`src/rtl/fetch_uni.sv`:
```
// fetch_uni: LEGv8 instruction fetch stage (PC, variable-latency imem handshake, instruction register, next-PC)
// Ports:
//   iCLK, iRST_n                    clock, async active-low reset
//   oIMemReq, oIMemAddr             one-cycle fetch strobe and fetch address (= PC)
//   iIMemRdata, iIMemValid, iIMemErr  memory response
//   iBranch, iZero, iStall          decoder branch, ALU zero, datapath hold (used in EXEC only)
//   oInstr, oOpcode, oPC            instruction register, its opcode field, its PC
//   oInstrValid, oFault             instruction executing, sticky fault
module fetch_uni #(
  parameter logic [63:0] RESET_PC = 64'h0000_0000_0040_0000,
  parameter int TIMEOUT = 16
) (
  input  logic        iCLK,
  input  logic        iRST_n,
  output logic        oIMemReq,
  output logic [63:0] oIMemAddr,
  input  logic [31:0] iIMemRdata,
  input  logic        iIMemValid,
  input  logic        iIMemErr,
  input  logic        iBranch,
  input  logic        iZero,
  input  logic        iStall,
  output logic [31:0] oInstr,
  output logic [10:0] oOpcode,
  output logic [63:0] oPC,
  output logic        oInstrValid,
  output logic        oFault
);
  typedef enum logic [2:0] {RESET, FETCH, WAIT, EXEC, HALT} stateT;
  stateT state, stateNext;
  logic [63:0] pc, pcNext, offset;
  logic [31:0] instr, instrNext;
  logic [7:0] cnt, cntNext;
  logic respond, isB, takeCb;
  assign respond = (state == FETCH || state == WAIT) && iIMemValid;
  assign isB = instr[31:26] == 6'b000101;
  // CBZ takes the branch on zero, CBNZ (bit 24 set) on non-zero
  assign takeCb = iBranch & (iZero ^ instr[24]);
  assign offset = isB ? {{36{instr[25]}}, instr[25:0], 2'b00}
                : takeCb ? {{43{instr[23]}}, instr[23:5], 2'b00} : 64'd4;
  always_comb begin
    stateNext = state;
    pcNext = pc;
    instrNext = instr;
    cntNext = cnt;
    case (state)
      RESET: stateNext = FETCH;
      FETCH, WAIT: begin
        if (respond) begin
          // an errored response halts without disturbing the instruction register
          stateNext = iIMemErr ? HALT : EXEC;
          instrNext = iIMemErr ? instr : iIMemRdata;
        end else if (state == FETCH) begin
          stateNext = WAIT;
          cntNext = 8'd0;
        end else begin
          cntNext = cnt + 8'd1;
          stateNext = (cnt + 8'd1 == 8'(TIMEOUT)) ? HALT : WAIT;
        end
      end
      EXEC: begin
        if (!iStall) begin
          pcNext = pc + offset;
          stateNext = FETCH;
        end
      end
      default: stateNext = state;
    endcase
  end
  always_ff @(posedge iCLK or negedge iRST_n) begin
    if (!iRST_n) begin
      state <= RESET;
      pc <= RESET_PC;
      instr <= 32'h0;
      cnt <= 8'd0;
    end else begin
      state <= stateNext;
      pc <= pcNext;
      instr <= instrNext;
      cnt <= cntNext;
    end
  end
  assign oIMemReq = state == FETCH;
  assign oIMemAddr = pc;
  assign oPC = pc;
  assign oInstr = instr;
  assign oOpcode = instr[31:21];
  assign oInstrValid = state == EXEC;
  assign oFault = state == HALT;
endmodule

```
`config.mk`:
```
export PLATFORM = sky130hd
export DESIGN_NAME = fetch_uni
export DESIGN_NICKNAME = d
export VERILOG_FILES = /design/src/rtl/fetch_uni.sv
export SDC_FILE = /design/constraint.sdc
export NUM_CORES = 1
export LEC_CHECK = 0
export BUFFER_PORTS_ARGS = -buffer_cell sky130_fd_sc_hd__buf_2
export CAP_MARGIN = 5
export CORE_UTILIZATION = 25
export CTS_CLUSTER_SIZE = 30
export DETAILED_ROUTE_END_ITERATION = 16
export HOLD_SLACK_MARGIN = 0.1
export PLACE_DENSITY_LB_ADDON = 0.05
export SLEW_MARGIN = 15
export SYNTH_ARGS = -nofsm -noshare
export SYNTH_HDL_FRONTEND = slang
export SYNTH_SLANG_ARGS = --single-unit
```
`constraint.sdc`:
```
create_clock -name iCLK -period 4.64 [get_ports iCLK]
set_clock_uncertainty 0.15 [all_clocks]
set_input_delay 0.464 -clock iCLK [delete_from_list [all_inputs] [get_ports iCLK]]
set_output_delay 0.464 -clock iCLK [all_outputs]
set_load 0.03 [all_outputs]
```
-- Word-level counts from Yosys, hierarchy flattened
Cells that the tools add are included.
- add/subtract/negate cells: 2
- equality and inequality tests: 7
- muxes and demuxes: 9
- bitwise operators: 5
- reductions and logical operators: 9
- operator list (kind ; count):
    $mux W64 ; 2
    $add A64 B64 Y64 ; 1
    $mux W3 ; 5
    $pmux W3 S3 ; 1
    $add A8 B1 Y8 const B ; 1
    $eq A8 B5 Y1 const B ; 1
    $mux W8 ; 1
    $eq A3 B2 Y1 const B ; 2
    $eq A6 B3 Y1 const B ; 1
    $reduce_and A2 Y1 ; 3
    $eq A3 B1 Y1 const B ; 1
    $eq A3 B3 Y1 const B ; 1
    $logic_not A3 Y1 ; 1
    $not A1 Y1 ; 3
    $reduce_and A3 Y1 ; 1
    $reduce_bool A3 Y1 ; 1
    $ne A2 B2 Y1 const B ; 1
    $reduce_or A2 Y1 ; 1
    $and A1 B1 Y1 ; 1
    $logic_and A1 B1 Y1 ; 1
    $logic_or A1 B1 Y1 ; 1
    $xor A1 B1 Y1 ; 1
- register bits after elaboration: 107
- bits of input ports: 39
- output and inout port bits: 174
- word-level logic and storage cells: 36

-- Logic depth before layout (Yosys ltp)
- word-level depth: 6
- gate-level depth with buffers: 18
- mapped depth without buffers: 16

-- Worst setup path after synthesis
Ideal clock, no wire load.
- path kind: register to register
- start: reg instr[31], in the netlist oInstr[31]
- end: reg pc[55], in the netlist oIMemAddr[55]
- library setup time: 0.125 ns
- arrival: 4.457 ns
- required time: 4.365 ns
- setup slack: -0.092 ns
- cell stages (with the launch flop): 16
- path buffers: 1
- clock period less this slack: 4.732 ns
- path through: dfrtp_1 -> nor4b_1 -> nand3b_1 -> o21ai_1 -> o21a_1 -> ha_1 -> clkbuf_1 -> a21oi_1 -> o21ai_0 -> a221o_1 -> a221oi_1 -> o21ai_1 -> a311oi_1 -> o21ai_1 -> xor2_1 -> mux2_2
- cells in the longest elaborated chain, start to end: 3
- RTL lines (element ; line ; text):
    from (decl) ; 32 ; logic [31:0] instr, instrNext;
    from (signal assigned) ; 79 ; instr <= instrNext;
    $eq A6 B3 Y1 ; 36 ; assign isB = instr[31:26] == 6'b000101;
    $mux W64 ; 39 ; assign offset = isB ? {{36{instr[25]}}, instr[25:0], 2'b00}
    $add A64 B64 Y64 ; 63 ; pcNext = pc + offset;
    to (signal assigned) ; 78 ; pc <= pcNext;
    to (decl) ; 31 ; logic [63:0] pc, pcNext, offset;
No other way between the ends.
A chain may end at the register's enable or synchronous reset.

-- Worst setup path in the final report
- start: reg instr[31], in the netlist oInstr[31]
- end: reg pc[62], in the netlist oIMemAddr[62]
Same word-level chain as after synthesis.

==> results.md <==
- The flow ran to the end, and the final reports show no timing, DRC or antenna violations.
- The TritonCTS buffer count is 9.
- The post-synthesis instance area is 8590 um^2.
- In this run the power density over the cells is 766 nW/um^2.
- The count of port buffers added during placement is 208.
- The average cell area after synthesis is 8.45 um^2.
- The fraction of synthesis flops using an asynchronous set or reset pin is 1.00.
- The number of logic stages on the critical path including buffering is 16.
- Timing would allow up to 227 MHz.
- Along the worst hold path, the cell count comes to 3.
- The growth of design area from synthesis to finish is 19.0%.
- The die covers 35,100 um^2.
- The signal on the critical path passes through nor4b_2, and3b_1, nor2_1, a21oi_1, ha_1, fa_1, a21o_1, a21oi_2, o211a_1, o31ai_2, a211oi_2, a21oi_4, a31oi_2, o31ai_4, o21ai_1, a221o_1.
- The count of nets after finishing is 1,275.
- By area the synthesized netlist is led by dfrtp_1, ha_1, buf_4.
- The static leakage is 5.04 nW.
- In the final layout, the share of cells above drive strength 1 is 0.285.
- After synthesis, the netlist uses 65 different library cells.
- The path class of the lowest-slack min-delay path is input pin to register.
- The worst max-slew margin expressed relative to the limit is 0.323.
- The number of cells on the worst reg-to-reg path is 16.
- The final HPWL from detailed placement is 22.8 mm.
- After detailed routing, the total wire length is 28.7 mm.
- The die extent in x is 187 um.
- Summed over all instances, the cell type with the most area after synthesis is dfrtp_1.
- The max-slew violation count is 0.
- The floorplan has 67 rows.
- The post-route fraction of the period consumed by the critical path is 0.947.
- On the worst path, the slowest cell contributes a delay of 0.42 ns.
- The kind of cell with the highest combined delay on the critical path is compound AO/OA/AOI/OAI gates.
- For this run, the register share of the synthesized area comes to 0.306.
- STA classifies the critical path endpoint as a register.
- The clock input transition at the sequential cells of the worst setup and hold paths is 0.08 ns.
- The first routing iteration left 398 violations.
- The most frequently used cell type in the post-synthesis netlist is nand2_1.
- The placer's final routability congestion estimate is 0.831.
- The worst path needs 4.40 ns of the cycle, external delays included.
- The number of global-route vias before repair is 7,579.
- For the worst-skew pair, the clock arrives at the later sink with an insertion delay of 0.38 ns.
- The number of enable flip-flop cells after synthesis is 0.
- Among all flip-flop cells after synthesis, the most frequent one is dfrtp_1.
- Entering global routing, the biggest net connects 76 pins.
- The critical path is of the register to register type.
- The launch point of the worst hold path is iIMemRdata[5].
- The number of post-CTS setup repair buffers is 0.
- STA classifies the critical path startpoint as a register.
- The maximum level of the CTS H-tree is 3.
- The commonest cells after synthesis are nand2_1, dfrtp_1, o21ai_0.
- Setup repair after global routing left no endpoint under its margin.
- Together, buffers and inverters on the worst path number 0.
- The I/O pin count is 213.
- Across the VDD grid, the largest voltage drop is 0.397 mV.
- The arrival time of data at the critical path endpoint is 4.51 ns.
- The die span in y is 187 um.
- The required arrival time at the worst endpoint is 4.75 ns.
- The share of synthesized area in the top cell type comes to 0.303.
- The post-route DRC violation count is 0.
- The number of antenna violations at the first check in global routing is 0.
- Dividing the detail-routed wire length by the instance count gives 17.6 um.
- The maximum buffer depth of the clock tree is 2.
- Power comes to 7.84 mW.
- The global-route wire length before repair is 45.1 mm.
- The startpoint identified for the worst register-to-register timing path is oInstr[31]$_DFFE_PN0P_.
- Setup violations remaining at the end of the flow were counted as 0.
- The post-detailed-route via-to-cell ratio is 4.77.
- The number of sinks handled by clock tree synthesis is 105.
- The sum of overflow across all layers after global routing is 0.
- The initial utilization of the core area, before any placement, comes to 0.255.
- Across every metal layer, demand over resource in global routing totals 0.166.
- The slew at the pin closest to its max-slew limit is 1.01 ns.
- The synthesized netlist cell count is 1,017.
- The total number of yosys warnings is 0.
- The worst register-to-register path ends at oIMemAddr[62]$_DFFE_PN0P_.
- The number of antenna diodes in the final layout is 0.
- The minimum setup slack among reg-to-reg paths is 0.24 ns.
- TritonCTS built the clock tree.
- The number of synthesized register bits is 105.
- The final-layout fill cell count is 3,684.
- Of all nets on the critical path, the largest fanout is 4.
- The number of nets with antenna violations after routing is 0.
- The tree is rooted in a clkbuf_16.
- The floorplan step defined a core boundary enclosing 33,700 um^2.
- The cell with the largest stage delay on the worst path is dfrtp_1.
- The number of max-cap violations is 0.
- Detailed routing inserted a total of 7,752 vias.
- The hold path endpoint is oInstr[5]$_DFFE_PN0P_.
- The final-report hold violation count was 0.
- The first TritonRoute pass finished after 4 iterations.
- After routing, the total negative slack on setup checks comes to 0 ns.
[stage by stage]
stage                      util  hold slack [ns]  cells  instance area, um^2  worst slack (ns)
after global routing      0.304            0.134   1625                10200           0.00711
after global placement    0.293            0.336   1608                 9890            0.0320
after CTS                 0.303            0.118   1625                10200             0.160
after floorplan               -           0.0184   1020                 8610             0.160
after detailed placement  0.293            0.329   1608                 9890            0.0474
final                     0.304            0.141   1625                10200             0.244
[logic make-up (layout without fill, tap and decap cells)]
kind of cell / Yosys count / after routing / share of synthesized area
AOI/OAI and AO/OA: 330 / 330 / 0.251
xor gates and xnor gates: 60 / 60 / 0.0611
adders and majority gates: 64 / 64 / 0.0940
buffers and inverters: 149 / 306 / 0.0996
DFF: 105 / 105 / 0.306
muxes: 34 / 34 / 0.0443
other: 1 / 4 / 0.000436
and+or+nand+nor: 274 / 274 / 0.144
[worst max path at each step]
stage | start | end | slack, ns
finish | oInstr[31]$_DFFE_PN0P_ | oIMemAddr[62]$_DFFE_PN0P_ | 0.24
global route | oInstr[31]$_DFFE_PN0P_ | oIMemAddr[62]$_DFFE_PN0P_ | 0.007
CTS | oInstr[31]$_DFFE_PN0P_ | oIMemAddr[62]$_DFFE_PN0P_ | 0.16
detailed placement | oInstr[31]$_DFFE_PN0P_ | oIMemAddr[62]$_DFFE_PN0P_ | 0.05
global placement | oInstr[31]$_DFFE_PN0P_ | oIMemAddr[62]$_DFFE_PN0P_ | 0.03
floorplan | oInstr[31]$_DFFE_PN0P_ | oIMemAddr[62]$_DFFE_PN0P_ | 0.16
[tightest hold or removal path, cell delays in order]
cell	delay, ns
buf_2	0.08
nand2_1	0.04
o21ai_0	0.06
[state kept, by name, summed over array words and instances, names as in the netlist]
signal     flops
cnt            8
state          3
oInstr        32
oIMemAddr     62
[cells in the final DEF (no fill, tap or decap), types with 32 or more instances in the layout]
cell type	instances
nor2_1	53
dfrtp_1	104
o21ai_0	89
ha_1	63
a21o_1	37
nand2_1	133
mux2_2	32
buf_2	207
buf_4	58
xnor2_1	33
a21oi_1	68
[metal layers]
layer,vias up,part of all wire,GRT usage,wire (um)
met1,3650,0.50,0.231,14400
li1,3896,-,-,-
met4,0,0.0094,0.0350,269
met2,191,0.45,0.263,12800
met3,15,0.041,0.0336,1180
met5,-,0,0,0
[timing repair]
| action | 4_1_cts | 5_1_grt |
|---|---|---|
| hold buffers | 1 | 0 |
| hold endpoints to repair | 32 | 0 |
| gates cloned | 0 | 0 |
| endpoints found under the setup margin | 1 | 7 |
| gates resized for setup | 1 | 5 |
[power breakdown]
group	switching [mW]	total (mW)	internal (mW)	leakage, nW
sequential	0.557	1.87	1.31	1.33
clock	0.400	0.824	0.424	0.137
combinational	3.39	5.15	1.76	3.58
total	4.34	7.84	3.49	5.04
[final cells by class]
cell class,instances,area [um^2],share of cell area
Clock inverter,5,62.6,0.00611
Inverter,24,90.1,0.00881
Clock buffer,11,233,0.0227
Timing Repair Buffer,266,1480,0.145
Tap cell,448,561,0.0548
Multi-Input combinational cell,766,5170,0.506
Sequential cell,105,2630,0.257
Power figures use the tool's default switching activity.
